[src/rtl/remote_command_tx.sv]
// rtl/remote_command_tx.sv - hub-to-device serial command frame transmitter (optional parity via REMOTE_TX_PARITY_EN)
module remote_command_tx #(
    parameter int CLKS_PER_BIT = 16
) (
    input  logic       clk,
    input  logic       rst,
    input  logic [3:0] device_id,
    input  logic [3:0] command,
    input  logic       cmd_valid,
    output logic       cmd_ready,
    output logic       tx,
    output logic       busy,
    output logic [7:0] frames_sent
);

    typedef enum logic [2:0] {
        IDLE   = 3'd0,
        START  = 3'd1,
        DATA   = 3'd2,
`ifdef REMOTE_TX_PARITY_EN
        PARITY = 3'd3,
`endif
        STOP   = 3'd4
    } state_t;

    localparam logic [15:0] BIT_LAST = 16'(CLKS_PER_BIT - 1);

    state_t      state_q, state_d;
    logic [15:0] timer_q, timer_d;
    logic [2:0]  bit_idx_q, bit_idx_d;
    logic [7:0]  shift_q, shift_d;
    logic        tx_q, tx_d;
    logic [7:0]  frames_q, frames_d;
`ifdef REMOTE_TX_PARITY_EN
    logic        parity_q, parity_d;
`endif

    logic accept;
    logic bit_done;

    assign cmd_ready   = (state_q == IDLE) && !rst;
    assign accept      = cmd_valid && cmd_ready;
    assign bit_done    = (timer_q == BIT_LAST);
    assign busy        = (state_q != IDLE);
    assign tx          = tx_q;
    assign frames_sent = frames_q;

    // Next-state, bit timing and next tx level; tx is computed one cycle ahead so the line is registered
    always_comb begin
        state_d   = state_q;
        bit_idx_d = bit_idx_q;
        shift_d   = shift_q;
        tx_d      = tx_q;
        frames_d  = frames_q;
`ifdef REMOTE_TX_PARITY_EN
        parity_d  = parity_q;
`endif
        timer_d   = (state_q == IDLE || bit_done) ? 16'd0 : timer_q + 16'd1;

        case (state_q)
            IDLE: begin
                bit_idx_d = 3'd0;
                tx_d      = 1'b1;
                if (accept) begin
                    state_d = START;
                    shift_d = {device_id, command};
`ifdef REMOTE_TX_PARITY_EN
                    parity_d = ^{device_id, command};
`endif
                    tx_d    = 1'b0;
                end
            end
            START: begin
                if (bit_done) begin
                    state_d   = DATA;
                    bit_idx_d = 3'd0;
                    tx_d      = shift_q[0];
                end
            end
            DATA: begin
                if (bit_done) begin
                    if (bit_idx_q == 3'd7) begin
                        bit_idx_d = 3'd0;
`ifdef REMOTE_TX_PARITY_EN
                        state_d = PARITY;
                        tx_d    = parity_q;
`else
                        state_d = STOP;
                        tx_d    = 1'b1;
`endif
                    end else begin
                        bit_idx_d = bit_idx_q + 3'd1;
                        shift_d   = {1'b0, shift_q[7:1]};
                        tx_d      = shift_q[1];
                    end
                end
            end
`ifdef REMOTE_TX_PARITY_EN
            PARITY: begin
                if (bit_done) begin
                    state_d = STOP;
                    tx_d    = 1'b1;
                end
            end
`endif
            STOP: begin
                if (bit_done) begin
                    state_d  = IDLE;
                    tx_d     = 1'b1;
                    frames_d = frames_q + 8'd1;
                end
            end
            default: begin
                state_d = IDLE;
                tx_d    = 1'b1;
            end
        endcase
    end

    // State and datapath registers; reset abandons any partial frame without counting it
    always_ff @(posedge clk or posedge rst) begin
        if (rst) begin
            state_q   <= IDLE;
            timer_q   <= 16'd0;
            bit_idx_q <= 3'd0;
            shift_q   <= 8'd0;
            tx_q      <= 1'b1;
            frames_q  <= 8'd0;
`ifdef REMOTE_TX_PARITY_EN
            parity_q  <= 1'b0;
`endif
        end else begin
            state_q   <= state_d;
            timer_q   <= timer_d;
            bit_idx_q <= bit_idx_d;
            shift_q   <= shift_d;
            tx_q      <= tx_d;
            frames_q  <= frames_d;
`ifdef REMOTE_TX_PARITY_EN
            parity_q  <= parity_d;
`endif
        end
    end

endmodule

[config.mk]
export PLATFORM = sky130hd
export DESIGN_NAME = remote_command_tx
export DESIGN_NICKNAME = d
export VERILOG_FILES = /design/src/rtl/remote_command_tx.sv
export SDC_FILE = /design/constraint.sdc
export NUM_CORES = 1
export LEC_CHECK = 0
export BUFFER_PORTS_ARGS = -buffer_cell sky130_fd_sc_hd__buf_2
export CORE_MARGIN = 5
export CORE_UTILIZATION = 44
export DETAILED_ROUTE_END_ITERATION = 8
export PLACE_DENSITY = 0.65
export SYNTH_ARGS = -nofsm -noshare
export SYNTH_HDL_FRONTEND = slang
export SYNTH_SLANG_ARGS = --single-unit
[constraint.sdc]
create_clock -name clk -period 2.3 [get_ports clk]
set_input_delay 0.69 -clock clk [delete_from_list [all_inputs] [get_ports clk]]
set_output_delay 0.69 -clock clk [all_outputs]
set_load 0.05 [all_outputs]
Word-level counts from Yosys, hierarchy flattened
Cells that the tools add are included.

word-level totals
  bits in registers = 39
  input bits = 11
  word-level logic and storage cells = 53
  output and inout port bits = 11

cells by class
  eq/ne operators = 11
  add/subtract/negate cells = 3
  multiplexer cells = 20
  reduce and logical (&&, ||, !) cells = 13

operator list
  kind                                            count
  2-to-1 mux 8 bit                                3
  2-to-1 mux 3 bit                                7
  adder 16 x 1 -> 16 bit, second input constant   1
  == test 16 x 4 -> 1 bit, second input constant  1
  2-to-1 mux 16 bit                               1
  case mux 8 bit (2 select lines)                 1
  != test 2 bit, second input constant            6
  case mux 3 bit (4 select lines)                 1
  case mux 3 bit (3 select lines)                 1
  adder 8 x 1 -> 8 bit, second input constant     1
  == test 3 bit, second input constant            2
  AND reduction 3 bit                             2
  nonzero test 3 bit                              2
  2-to-1 mux 1 bit                                5
  AND reduction 5 bit                             1
  case mux 1 bit (4 select lines)                 1
  AND reduction 4 bit                             1
  adder 3 x 1 -> 3 bit, second input constant     1
  == test 3 x 1 -> 1 bit, second input constant   1
  == test 3 x 2 -> 1 bit, second input constant   1
  zero test 3 bit                                 1
  logical AND 1 bit                               2
  AND reduction 2 bit                             1
  nonzero test 2 bit                              1
  other kinds (2)                                 2

Depth between registers and ports, before layout
Gate-level depths: netlist (run 1).

  depth after elaboration = 5
  depth in mapped cells = 7
  gate-level depth less buffers = 7

Least setup slack after synthesis (run 1)
Ideal clock, no wire load.

  kind = register to output
  start point = register state_q[1]
  end point = output cmd_ready
  slack = -287 ps
  required time = 1,610 ps
  stages on the path, launching flop included = 5
  arrival = 1,897 ps
  buffers on the path = 1
  cells stage by stage = dfrtp_1 -> clkbuf_1 -> nor3_1 -> inv_1 -> nor2_1

between the ends
  cells in the longest elaborated chain, start to end = 2

RTL lines
  item                      RTL line  text
  start: declaration        28        state_t state_q, state_d;
  start signal: assignment  133       state_q <= state_d;
  zero test 3 bit           41        assign cmd_ready = (state_q == IDLE) && !rst;
  logical AND 1 bit         41
  end: declaration          10        output logic cmd_ready,

Every way passes these cells.

Worst setup path in the final report (run 1)
  start point = register timer_q[15]
  end point = register frames_q[1], in the netlist frames_sent[1]

between the ends
  cells in the longest elaborated chain, start to end = 2

RTL lines
  item                                  RTL line  text
  start: declaration                    29        logic [15:0] timer_q, timer_d;
  start signal: assignment              134       timer_q <= timer_d;
  == test 16 x 4 -> 1 bit               43        assign bit_done = (timer_q == BIT_LAST);
  AND reduction 2 bit (no source line)  --
  end signal: assignment                138       frames_q <= frames_d;
  end: declaration                      33        logic [7:0] frames_q, frames_d;

Every way passes these cells.
A chain may end at the register's enable or synchronous reset.

==> metrics.cfg, run 1 <==
[worst_setup_path]
crit_arrival_ns=2.45
worst-r2r-setup-slack_ns=0.02
worst_path_most_repeated_cell=or4_4
r2r_cells=5
timing.rr.start=timer_q[15]$_DFF_PP0_
path_class=flip-flop to flip-flop
r2r-end=frames_sent[1]$_DFFE_PP0P_
crit_required_ns=2.47
cp_slowest_cell=or4_4
crit_path_cell_trace=or4_4 > or4_4 > buf_6 > nor3_4 > mux2_1
slowest_delay_ns=0.58
crit_path_end_kind=flip-flop
cp_max_fo=4
start_kind=flip-flop

[layout]
stdcell_count=280
layout-drive-gt1-share_pct=32.02
syn_to_final_growth_pct=25.56
n_antenna_cell=0
final_nets=242

[timing]
rsz0062_at_grt=yes
finClkSkew_ns=0.01059
period_share_pct=99.18
slew_violations=0
relSlewSlack_pct=67.42
fmax_mhz=438.4
hold_viol=0
final.min_clock_period_ns=2.281
max_slew.worst_pin.slew_ns=0.4887
finalSetupViolCount=0

[outcome]
status=finished clean

[logic_synthesis]
synthesis.nets=194
yosysSeqAreaShare_pct=51.18
synth_area_mm2=0.001909
ys_seq_elements=39
synth.distinct_cells=38
synth_area_per_cell_um2=10.67
yosysWarnings=0
syn_inst=179

[detailed_routing]
ant_nets=0
drc=0
dr.pass1.iters=4
routed_wl_um=4162
via_per_inst=5.411
avgRoutedWirePerCell_um=14.86
num_vias=1515
drt_iter0_drc=161

[cts]
htree_levels=2
hold_buffers=0
clock-sinks=39
numCtsBuffers=5
clk_pin_slew_ns=0.07
cts_buffer_depth=2
cts_tree=done
root_buffer=clkbuf_8
clk_latency_ns=0.30

[flow_run]
cap_viol_max_count=0

[place]
hpwl_um=2946
place.gp.congestion=0.7810
port-buffer-count=21
dp.cells=271

[die]
fp.dieW_um=75.88
die_y_um=75.88
io_pins=22
die_area_mm2=0.005757
start_util_pct=44.46
core-area_mm2=0.004294
num_rows=24

[pwr]
power.density_mw_per_mm2=779.9
total_power_mw=1.870
p_leak_nw=1.183
vdd.ir_drop.worst_mv=0.3714

[global_routing]
grt-ovfl-total=0
grt_max_degree=40
grt_pass1_vias=1545
grtUsageTotal_pct=16.35
antenna_found_initial=0
grt_pass1_wl_um=7017

[min_path]
whs_path_depth=1
min_from=frames_sent[7]$_DFFE_PP0P_
min_path_type=flip-flop to flip-flop
min_to=frames_sent[7]$_DFFE_PP0P_

per-layer routing:
metal  track usage [%]  wire, um  share of wire [%]  vias up
li1                  -         -                  -      740
met1             19.85      1763                 42      750
met2             26.33      2184                 52       15
met3             4.222       117                2.8       10
met4             9.126        96                2.3        0
met5                 0         0                  0        -
area by class of cell:
class	count	area, um^2
fill	378	1897
sequential	39	977.2
multi-input combinational	130	934.6
timing repair buffer	48	327.8
clock buffer	7	76.32
tap	52	65.06
inverter	3	11.26
clock inverter	1	5.005
logic make-up (layout without fill, tap and decap cells):
| kind of cell | count (synthesis) | count (layout) | share of synthesized area (%) |
|---|---|---|---|
| and+or+nand+nor | 73 | 73 | 21.82 |
| xor gates and xnor gates | 21 | 21 | 9.633 |
| adders and majority gates | 4 | 4 | 2.621 |
| AOI/OAI and AO/OA | 31 | 31 | 11.34 |
| muxes | 1 | 1 | 0.5897 |
| buffers and inverters | 10 | 59 | 2.817 |
| DFF | 39 | 39 | 51.18 |
registers in the layout, indices dropped and copies added (netlist names):
name / cells
tx: 1
timer_q: 16
state_q: 3
shift_q: 8
frames_sent: 8
bit_idx_q: 3
what timing repair did:
item | CTS | global route
setup buffers | 0 | 1
gates resized for setup | 2 | 9
setup endpoints to repair | 12 | 18
pin swaps | 3 | 4
report_power, final:
part / switching, mW / internal [mW] / total (mW)
Clock: 0.234 / 0.213 / 0.447
Sequential: 0.0945 / 0.816 / 0.910
Combinational: 0.278 / 0.235 / 0.512
Total: 0.606 / 1.26 / 1.87
placed cells by master, fill, tap and decap left out, types with 3 or more instances in the layout:
cell | netlist | final
or4_4 | 3 | 3
a2bb2oi_1 | 7 | 7
nand3_1 | 11 | 11
ha_1 | 4 | 4
xor2_1 | 14 | 14
o21ai_0 | 7 | 7
nand2b_1 | 3 | 3
buf_4 | 0 | 24
dfrtp_1 | 38 | 38
clkbuf_8 | 0 | 5
a22o_1 | 3 | 3
xnor2_1 | 7 | 7
nor3_1 | 5 | 4
buf_2 | 1 | 21
nand4_1 | 6 | 6
o22ai_1 | 7 | 3
inv_1 | 3 | 3
nor2_1 | 22 | 21
o22ai_2 | 0 | 4
nand2_1 | 8 | 7
cells in the mapped netlist:
library cell / number / share of area, %
and3_1: 2 / 0.66
xnor2_1: 7 / 3.2
a31oi_1: 1 / 0.33
nand3_1: 11 / 2.9
nor3_1: 5 / 1.3
a32o_1: 1 / 0.52
o22ai_1: 7 / 2.3
mux2_1: 1 / 0.59
and3_2: 2 / 0.79
nand2b_1: 3 / 0.98
or4_4: 3 / 1.8
ha_1: 4 / 2.6
buf_6: 2 / 1.2
a21oi_1: 3 / 0.79
xor2_1: 14 / 6.4
nor4_1: 1 / 0.33
or2b_1: 1 / 0.39
a2bb2oi_1: 7 / 3.2
nor3_4: 1 / 0.85
nand2_1: 8 / 1.6
a22o_1: 3 / 1.4
and2_1: 1 / 0.33
a21boi_2: 1 / 0.59
nor2_1: 22 / 4.3
o21ai_0: 7 / 1.8
clkbuf_1: 4 / 0.79
o21a_1: 1 / 0.39
or3_1: 1 / 0.33
buf_2: 1 / 0.26
dfrtp_1: 38 / 50
and4_1: 2 / 0.92
dfstp_2: 1 / 1.4
nand3b_1: 1 / 0.39
nand4_1: 6 / 2.0
or4_1: 1 / 0.39
nor4_4: 1 / 1.1
inv_1: 3 / 0.59
and4_2: 1 / 0.52
stage by stage:
stage	area [um^2]	util [%]	setup WS, ns	hold WS, ns	setup TNS (ns)
2_1_floorplan	1917	-	0.002690	0.4681	0
3_3_place_gp	2252	52.45	-0.03247	0.4464	-0.05282
3_5_place_dp	2252	52.45	-0.05077	0.4490	-0.2871
4_1_cts	2344	54.57	0.02207	0.4627	0
5_1_grt	2397	55.83	-0.06786	0.5049	-0.3057
6_report	2397	55.83	0.01887	0.4695	0
worst max path at each step:
stage	from	end	slack, ns
5_1_grt	timer_q[15]$_DFF_PP0_	frames_sent[1]$_DFFE_PP0P_	-0.07
2_1_floorplan	timer_q[15]$_DFF_PP0_	frames_sent[5]$_DFFE_PP0P_	0.003
4_1_cts	timer_q[15]$_DFF_PP0_	frames_sent[1]$_DFFE_PP0P_	0.02
3_5_place_dp	timer_q[15]$_DFF_PP0_	frames_sent[5]$_DFFE_PP0P_	-0.05
3_3_place_gp	timer_q[15]$_DFF_PP0_	frames_sent[7]$_DFFE_PP0P_	-0.03
6_report	timer_q[15]$_DFF_PP0_	frames_sent[1]$_DFFE_PP0P_	0.02
critical path, delay by kind of cell (launching register included):
family / cells / cell delay [ns]
AND/OR/NAND/NOR: 3 / 1.29
flip-flops: 1 / 0.38
multiplexers: 1 / 0.35
buffers and inverters: 1 / 0.14
No activity file was read; power rests on OpenSTA's default activity.
==> inputs of run 2 (changes only) <==
CELL_PAD_IN_SITES_DETAIL_PLACEMENT = 1   (was default)
CELL_PAD_IN_SITES_GLOBAL_PLACEMENT = 1   (was default)
CORE_UTILIZATION = 41   (was 44)
PLACE_DENSITY = 0.75   (was 0.65)
==> metrics.cfg, run 2 (synthesis gave the netlist of run 1 again) <==
[cts]
root_buffer=clkbuf_8
clock-sinks=39
clk_pin_slew_ns=0.08
htree_levels=2
cts_buffer_depth=2
hold_buffers=0
cts_tree=done
clk_latency_ns=0.29
numCtsBuffers=5

[timing]
relSlewSlack_pct=66.20
period_share_pct=103.5
max_slew.worst_pin.slew_ns=0.5070
finalSetupViolCount=8
hold_viol=0
fin_tns_setup_ns=-0.3612
fmax_mhz=420.0
final.min_clock_period_ns=2.381
setup_ws_ns=-0.08091
rsz0062_at_grt=yes
slew_violations=0
finClkSkew_ns=0.004076

[detailed_routing]
routed_wl_um=4904
route.met2.wl_um=2529
routed.top_layer=met4
avgRoutedWirePerCell_um=17.39
via_per_inst=5.617
wl_met3_um=175
drt_iter0_drc=51
num_vias=1584
met1_length_um=2131
ant_nets=0
drc=0
dr.pass1.iters=4

[worst_setup_path]
cp_max_fo=7
timing.rr.start=timer_q[4]$_DFF_PP0_
cp_slowest_cell=or4_4
crit_path_end_kind=flip-flop
r2r_cells=5
crit_arrival_ns=2.55
slowest_delay_ns=0.62
worst_path_most_repeated_cell=or4_4
cp_num_buf_inv=0
r2r-end=shift_q[1]$_DFFE_PP0P_
crit_family=simple AND/OR/NAND/NOR gates
start_kind=flip-flop
crit_path_cell_trace=or4_4 > or4_4 > or3_4 > o22ai_4 > a2bb2oi_2
crit_required_ns=2.47
path_class=flip-flop to flip-flop
worst-r2r-setup-slack_ns=-0.08

[layout]
stdcell_count=282
layout-drive-gt1-share_pct=36.96
largest_register_ff_count=16
final_common_cell=dfrtp_1
n_antenna_cell=0
syn_to_final_growth_pct=31.52
final_nets=244
design_area_mm2=0.002511
final_util_pct=56.50
mostFrequentLayoutCells=dfrtp_1 (38), buf_4 (28), nor2_1 (21), buf_2 (21), xor2_1 (14)
top_register=timer_q

[die]
num_rows=24
die_area_mm2=0.006122
io_pins=22
start_util_pct=42.96
die_y_um=78.24
core-area_mm2=0.004444
fp.dieW_um=78.24

[place]
hpwl_um=3397
place.gp.congestion=0.7610
port-buffer-count=21
dp.cells=269
place_ws_ns=-0.1587
place_area_mm2=0.002237

[pwr]
power.density_mw_per_mm2=838.0
p_leak_nw=1.226
vdd.ir_drop.worst_mv=0.4983

[outcome]
violations=setup timing
status=complete, but fails checks

[flow_run]
cap_viol_max_count=0

[min_path]
min_to=frames_sent[7]$_DFFE_PP0P_
whs_path_depth=1
min_from=frames_sent[7]$_DFFE_PP0P_
min_path_type=flip-flop to flip-flop

[global_routing]
grt_max_degree=40
grtUsageTotal_pct=17.24
grt_pass1_vias=1717
antenna_found_initial=0
grt-ovfl-total=0
grt_pass1_wl_um=8355

==> run 2: where the power goes <==
group | leakage, nW | total [mW] | internal (mW) | switching (mW)
clock | 0.0612 | 0.587 | 0.351 | 0.236
sequential | 0.510 | 0.946 | 0.816 | 0.131
combinational | 0.655 | 0.571 | 0.271 | 0.300
total | 1.23 | 2.10 | 1.44 | 0.666
==> run 2: timing repair <==
item	in CTS	in global routing
buffers inserted	0	5
pin swaps	6	19
setup endpoints to repair	13	18
resized for setup	9	12
==> run 2: final cells by class <==
class	count	area, um^2
Inverter	3	11.26
Clock inverter	2	35.03
Fill cell	483	1933
Timing Repair Buffer	50	335.3
Multi-Input combinational cell	130	1005
Clock buffer	6	82.58
Sequential cell	39	977.2
Tap cell	52	65.06
==> run 2: per-stage QoR <==
stage	total power [mW]	hold WS, ns
finish	2.104	0.4615
global route	2.235	0.4993
CTS	2.057	0.4731
detailed placement	1.432	0.4623
global placement	1.393	0.4519
floorplan	1.255	0.4681
==> run 2: worst max path at each step <==
stage	slack, ns	end	start	depth (start not counted)
2_1_floorplan	0.003	frames_sent[5]$_DFFE_PP0P_	timer_q[15]$_DFF_PP0_	6
3_3_place_gp	-0.04	shift_q[5]$_DFFE_PP0P_	timer_q[15]$_DFF_PP0_	5
3_5_place_dp	-0.16	shift_q[1]$_DFFE_PP0P_	timer_q[15]$_DFF_PP0_	5
4_1_cts	-0.05	shift_q[2]$_DFFE_PP0P_	timer_q[12]$_DFF_PP0_	5
5_1_grt	-0.14	shift_q[1]$_DFFE_PP0P_	timer_q[4]$_DFF_PP0_	5
6_report	-0.08	shift_q[1]$_DFFE_PP0P_	timer_q[4]$_DFF_PP0_	5
==> run 2: layer usage <==
metal,vias up,global-route usage [%]
li1,742,-
met1,806,20.43
met2,27,30.48
met3,9,4.577
met4,0,5.420
met5,-,0
